===== src/rtl/uart_rx_controller.sv =====
// UART receive sequencer: 8x oversample tick, start-bit detector hookup, framing and valid/ready delivery.
// Optional even-parity checking is enabled by defining UART_RX_PARITY_EN.
module uart_rx_controller #(
  parameter int CLKS_PER_SAMPLE = 27,
  parameter int DATA_BITS       = 8
) (
  input  logic                 clk,
  input  logic                 rst_n,
  input  logic                 rx,
  output logic [DATA_BITS-1:0] data_out,
  output logic                 data_valid,
  input  logic                 data_ready,
  output logic                 framing_error,
  output logic                 overrun,
  output logic                 busy
`ifdef UART_RX_PARITY_EN
  ,
  output logic                 parity_error
`endif
);

  localparam int CW = (CLKS_PER_SAMPLE > 1) ? $clog2(CLKS_PER_SAMPLE) : 1;
  localparam int IW = $clog2(DATA_BITS);
  localparam logic [CW-1:0] TICK_LAST = CW'(CLKS_PER_SAMPLE - 1);
  localparam logic [IW-1:0] BIT_LAST  = IW'(DATA_BITS - 1);

  typedef enum logic [2:0] {
    S_IDLE,
    S_DATA,
`ifdef UART_RX_PARITY_EN
    S_PARITY,
`endif
    S_STOP,
    S_BREAK,
    S_CLEAR
  } state_t;

  state_t               r_state, w_stateNext;
  logic                 r_sync1, r_rxS;
  logic [CW-1:0]        r_smpCnt;
  logic                 w_tick;
  logic                 r_rstFlag;
  logic                 w_detRst, w_startDet;
  logic [2:0]           r_tickCnt, w_tickCntNext;
  logic [IW-1:0]        r_bitIdx, w_bitIdxNext;
  logic [DATA_BITS-1:0] r_shift, w_shiftNext;
  logic                 w_deliver, w_frameErr;
  logic [DATA_BITS-1:0] r_dataOut;
  logic                 r_dataValid, r_framingErr, r_overrun;
`ifdef UART_RX_PARITY_EN
  logic                 r_parBit, w_parBitNext, w_parErr, r_parErr;
`endif

  always_ff @(posedge clk or negedge rst_n) begin
    if (!rst_n) begin
      r_sync1   <= 1'b1;
      r_rxS     <= 1'b1;
      r_smpCnt  <= '0;
      r_rstFlag <= 1'b1;
    end else begin
      r_sync1   <= rx;
      r_rxS     <= r_sync1;
      r_smpCnt  <= w_tick ? '0 : r_smpCnt + CW'(1);
      r_rstFlag <= 1'b0;
    end
  end

  assign w_tick   = (r_smpCnt == TICK_LAST);
  assign w_detRst = r_rstFlag | (r_state == S_CLEAR);

  start_bit_detector u_det (
    .i_clk                (clk),
    .i_rst                (w_detRst),
    .i_sample_trigger     (w_tick),
    .i_data               (r_rxS),
    .o_start_bit_detected (w_startDet)
  );

  always_ff @(posedge clk or negedge rst_n) begin
    if (!rst_n) begin
      r_state   <= S_IDLE;
      r_tickCnt <= '0;
      r_bitIdx  <= '0;
      r_shift   <= '0;
`ifdef UART_RX_PARITY_EN
      r_parBit  <= 1'b0;
`endif
    end else begin
      r_state   <= w_stateNext;
      r_tickCnt <= w_tickCntNext;
      r_bitIdx  <= w_bitIdxNext;
      r_shift   <= w_shiftNext;
`ifdef UART_RX_PARITY_EN
      r_parBit  <= w_parBitNext;
`endif
    end
  end

  // The 3-bit tick counter wraps, so after the first capture at count 3 the next one lands 8 ticks later.
  always_comb begin
    w_stateNext   = r_state;
    w_tickCntNext = r_tickCnt;
    w_bitIdxNext  = r_bitIdx;
    w_shiftNext   = r_shift;
    w_deliver     = 1'b0;
    w_frameErr    = 1'b0;
`ifdef UART_RX_PARITY_EN
    w_parBitNext  = r_parBit;
    w_parErr      = 1'b0;
`endif
    case (r_state)
      S_IDLE: begin
        if (w_startDet) begin
          w_stateNext   = S_DATA;
          w_tickCntNext = '0;
          w_bitIdxNext  = '0;
        end
      end
      S_DATA: begin
        if (w_tick) begin
          w_tickCntNext = r_tickCnt + 3'd1;
          if (r_tickCnt == 3'd3) begin
            w_shiftNext  = {r_rxS, r_shift[DATA_BITS-1:1]};
            w_bitIdxNext = r_bitIdx + IW'(1);
            if (r_bitIdx == BIT_LAST) begin
              w_tickCntNext = '0;
`ifdef UART_RX_PARITY_EN
              w_stateNext   = S_PARITY;
`else
              w_stateNext   = S_STOP;
`endif
            end
          end
        end
      end
`ifdef UART_RX_PARITY_EN
      S_PARITY: begin
        if (w_tick) begin
          w_tickCntNext = r_tickCnt + 3'd1;
          if (r_tickCnt == 3'd7) begin
            w_parBitNext  = r_rxS;
            w_tickCntNext = '0;
            w_stateNext   = S_STOP;
          end
        end
      end
`endif
      S_STOP: begin
        if (w_tick) begin
          w_tickCntNext = r_tickCnt + 3'd1;
          if (r_tickCnt == 3'd7) begin
            if (!r_rxS) begin
              w_frameErr  = 1'b1;
              w_stateNext = S_BREAK;
            end else begin
              w_stateNext = S_CLEAR;
`ifdef UART_RX_PARITY_EN
              if (^{r_shift, r_parBit}) w_parErr = 1'b1;
              else w_deliver = 1'b1;
`else
              w_deliver   = 1'b1;
`endif
            end
          end
        end
      end
      S_BREAK: begin
        if (w_tick && r_rxS) w_stateNext = S_CLEAR;
      end
      S_CLEAR: w_stateNext = S_IDLE;
      default: w_stateNext = S_IDLE;
    endcase
  end

  // A new word may replace the held one only when the consumer takes the old one in the same cycle.
  always_ff @(posedge clk or negedge rst_n) begin
    if (!rst_n) begin
      r_dataOut    <= '0;
      r_dataValid  <= 1'b0;
      r_framingErr <= 1'b0;
      r_overrun    <= 1'b0;
`ifdef UART_RX_PARITY_EN
      r_parErr     <= 1'b0;
`endif
    end else begin
      r_framingErr <= w_frameErr;
      r_overrun    <= 1'b0;
`ifdef UART_RX_PARITY_EN
      r_parErr     <= w_parErr;
`endif
      if (w_deliver && (!r_dataValid || data_ready)) begin
        r_dataOut   <= r_shift;
        r_dataValid <= 1'b1;
      end else begin
        if (w_deliver) r_overrun <= 1'b1;
        if (r_dataValid && data_ready) r_dataValid <= 1'b0;
      end
    end
  end

  assign data_out      = r_dataOut;
  assign data_valid    = r_dataValid;
  assign framing_error = r_framingErr;
  assign overrun       = r_overrun;
  assign busy          = (r_state != S_IDLE);
`ifdef UART_RX_PARITY_EN
  assign parity_error  = r_parErr;
`endif

endmodule

// Confirms a start bit after seven consecutive low samples; shorter low pulses are treated as glitches.
module start_bit_detector (
  input  logic i_clk,
  input  logic i_rst,
  input  logic i_sample_trigger,
  input  logic i_data,
  output logic o_start_bit_detected
);

  localparam logic [2:0] LOW_LAST = 3'd6;

  logic [2:0] r_lowCnt;
  logic       r_det;

  always_ff @(posedge i_clk) begin
    if (i_rst) begin
      r_lowCnt <= '0;
      r_det    <= 1'b0;
    end else begin
      r_det <= 1'b0;
      if (i_sample_trigger) begin
        if (i_data) begin
          r_lowCnt <= '0;
        end else if (r_lowCnt == LOW_LAST) begin
          r_lowCnt <= '0;
          r_det    <= 1'b1;
        end else begin
          r_lowCnt <= r_lowCnt + 3'd1;
        end
      end
    end
  end

  assign o_start_bit_detected = r_det;

endmodule


===== config.mk =====
export PLATFORM = sky130hd
export DESIGN_NAME = uart_rx_controller
export DESIGN_NICKNAME = d
export VERILOG_FILES = /design/src/rtl/uart_rx_controller.sv
export SDC_FILE = /design/constraint.sdc
export NUM_CORES = 1
export LEC_CHECK = 0
export BUFFER_PORTS_ARGS = -buffer_cell sky130_fd_sc_hd__buf_2
export CELL_PAD_IN_SITES_DETAIL_PLACEMENT = 2
export CELL_PAD_IN_SITES_GLOBAL_PLACEMENT = 2
export CORE_MARGIN = 1.5
export CORE_UTILIZATION = 30
export DETAILED_ROUTE_END_ITERATION = 10
export PLACE_DENSITY_LB_ADDON = 0.1
export SETUP_SLACK_MARGIN = 0.2
export SLEW_MARGIN = 5
export SYNTH_ARGS = -nofsm -noshare
export SYNTH_HDL_FRONTEND = slang
export SYNTH_SLANG_ARGS = --single-unit
export TNS_END_PERCENT = 10

===== constraint.sdc =====
create_clock -name clk -period 2.69 [get_ports clk]
set_input_delay 0.538 -clock clk [delete_from_list [all_inputs] [get_ports clk]]
set_output_delay 0.538 -clock clk [all_outputs]
set_load 0.02 [all_outputs]

==> impl_metrics.env <==
export IMPL_vdd_ir_drop_max_uv=180
export IMPL_final_common_cell="dfrtp_1"
export IMPL_gr_total_overflow=0
export IMPL_ys_seq_elements=40
export IMPL_dp_hpwl_microns=2780
export IMPL_synth_ff_type="dfrtp_1"
export IMPL_max_freq_mhz=499
export IMPL_hold_class="input port to asynchronous set/reset pin"
export IMPL_layout_common_cells="33 x dfrtp_1, 15 x buf_2, 13 x nor2_1, 12 x nand2_1, 10 x mux2_1"
export IMPL_drt_iter0_drc=32
export IMPL_antennaDiodeCount=0
export IMPL_clock_latency_ns=0.30
export IMPL_cp_max_fo=16
export IMPL_grt_max_degree=37
export IMPL_crit_reg2reg_capture="data_out[5]"
export IMPL_synth_top_cell_area_share_pct=43.7
export IMPL_cts_made_buffers=5
export IMPL_crit_arrival_ns=1.47
export IMPL_final_nets=185
export IMPL_start_util_pct=31.5
export IMPL_crit_path_cell_trace="or3_1, buf_2"
export IMPL_clk_pin_slew_ns=0.09
export IMPL_hold_slack_ns=0.336
export IMPL_critical_path_max_stage_delay_ns=0.58
export IMPL_wl_microns=3940
export IMPL_max_cap_violations=0
export IMPL_seq_area_frac_synth_pct=52.2
export IMPL_slew_viol_final=0
export IMPL_r2r_setup_slack_ns=0.75
export IMPL_tightest_slew_ns=0.831
export IMPL_crit_slowest_cell="dfrtp_1"
export IMPL_cts_htree_levels=2
export IMPL_track_usage_pct=13.7
export IMPL_yosysTopAreaCell="dfrtp_1"
export IMPL_antenna_found_initial=0
export IMPL_layout_drive_gt1_share_pct=25.9
export IMPL_worstRegToRegCells=6
export IMPL_io_buffers=15
export IMPL_grt_pass1_vias=1386
export IMPL_critPathCaptureType="output pin"
export IMPL_rows=28
export IMPL_utilization_pct=35.8
export IMPL_holdBufCountCts=0
export IMPL_syn_to_final_growth_pct=13.5
export IMPL_status="finished clean"
export IMPL_ys_types=45
export IMPL_hold_violations=0
export IMPL_yosys_top_cells_area="dfrtp_1 44%, mux2_4 6.4%, mux2_1 6.0%"
export IMPL_leakage_nw=1.04
export IMPL_wl_per_cell_microns=15.8
export IMPL_fin_setup_tns_ns=0
export IMPL_grt_first_pass_wirelength_microns=6790
export IMPL_period_minus_slack_ns=2.01
export IMPL_slew_headroom_pct=44.6
export IMPL_gp_congestion=0.713
export IMPL_synth_edf_count=0
export IMPL_avgSynthCellArea_sq_um=12.1
export IMPL_final_cells=249
export IMPL_cts_tree="built"
export IMPL_postCtsSetupBuffers=0
export IMPL_cts_resized=0
export IMPL_synthCells=156
export IMPL_crit_type="register to output pin"
export IMPL_dieArea_sq_mm=0.00678
export IMPL_synth_fp_nets=168
export IMPL_setup_viol=0
export IMPL_cts_root_buf="clkbuf_8"
export IMPL_dr_pass1_iters=3
export IMPL_period_share_pct=74.6
export IMPL_drc_errors=0
export IMPL_rr_startpoint="r_smpCnt[0]"
export IMPL_post_drt_via_cell_ratio=4.90
export IMPL_yosysWarnings=0
export IMPL_fin_worst_skew_ns=0.00913
export IMPL_vias=1219
export IMPL_ios=16
export IMPL_die_h_microns=82.3
export IMPL_die_x_microns=82.3
export IMPL_worstSetupStartpointType="register"
export IMPL_cts_sinks=40
export IMPL_numPlacedInstances=241
export IMPL_power_density_mw_per_mm2=523
export IMPL_async_flop_share_pct=90.0
export IMPL_synthesis_area_sq_mm=0.00189
export IMPL_coreArea_sq_mm=0.00599
export IMPL_cts_buffer_depth=2
export IMPL_crit_required_ns=2.15
export IMPL_ant_nets=0
export IMPL_grt_setup_unrepaired="false"
[area by class of cell]
class / count / area (sq um)
Clock inverter: 3 / 42.5
Sequential cell: 40 / 985
Multi-Input combinational cell: 102 / 843
Tap cell: 75 / 93.8
Timing Repair Buffer: 15 / 75.1
Clock buffer: 5 / 68.8
Inverter: 9 / 33.8
Fill cell: 629 / 3850
[where the power goes]
part | total [mW] | internal (mW) | switching (mW)
Clock | 0.500 | 0.275 | 0.225
Sequential | 0.607 | 0.604 | 0.00309
Combinational | 0.0147 | 0.00227 | 0.0124
Total | 1.12 | 0.881 | 0.240
[worst max-delay path: cells and delay by family (launching register included)]
kind / cells / cell delay [ns]
AND/OR/NAND/NOR: 1 / 0.43
buffers and inverters: 1 / 0.17
flip-flops: 1 / 0.58
[state kept, by name, indices dropped and copies added (netlist names), 3 cells and up]
signal and flops:
data_out 8, r_shift 8, r_smpCnt 5, r_bitIdx 3, r_state 3, r_tickCnt 3, u_det.r_lowCnt 3
[worst max-delay path by stage]
stage,start,endpoint,slack [ns]
after floorplan,r_smpCnt[0],data_out[0],1.01
after global placement,r_smpCnt[0],data_out[5],0.81
after detailed placement,r_smpCnt[0],r_tickCnt[2],0.74
after CTS,r_state[0],busy,0.68
after global routing,r_smpCnt[0],r_tickCnt[2],0.61
final,r_state[0],busy,0.68
[metal layers]
layer  wire (microns)  up-vias  track usage (%)
met5                0        -                0
met4               63        0             5.59
met3              109        5             3.30
met2             1920       16             22.6
met1             1850      623             17.1
li1                 -      575                -
[cell families (layout without fill, tap and decap cells)]
family,Yosys count,after routing,share of synthesized area (%)
AOI/OAI and AO/OA,20,20,6.83
DFF,40,40,52.2
muxes,26,26,16.8
buffers and inverters,14,32,3.18
xor gates and xnor gates,3,3,1.39
and+or+nand+nor,44,44,14.2
other,1,1,0.199
adders and majority gates,8,8,5.30
[synth_stat cells (all sizes together), types with 3 or more instances]
master	instances
mux2	21
dfstp	3
dfrtp	33
mux2i	5
nor2	13
nand2	13
buf	4
dfxtp	4
o21ai	4
inv	9
ha	8
a21oi	7
[metrics by stage]
stage | worst slack, ns | total power, mW | instance area, sq um
after floorplan | 1.01 | 0.620 | 1890
after global placement | 0.809 | 0.634 | 2030
after detailed placement | 0.736 | 0.635 | 2030
after CTS | 0.677 | 1.14 | 2140
after global routing | 0.611 | 1.17 | 2140
final | 0.684 | 1.12 | 2140
Note: power is estimated with default switching activity, not from simulation.
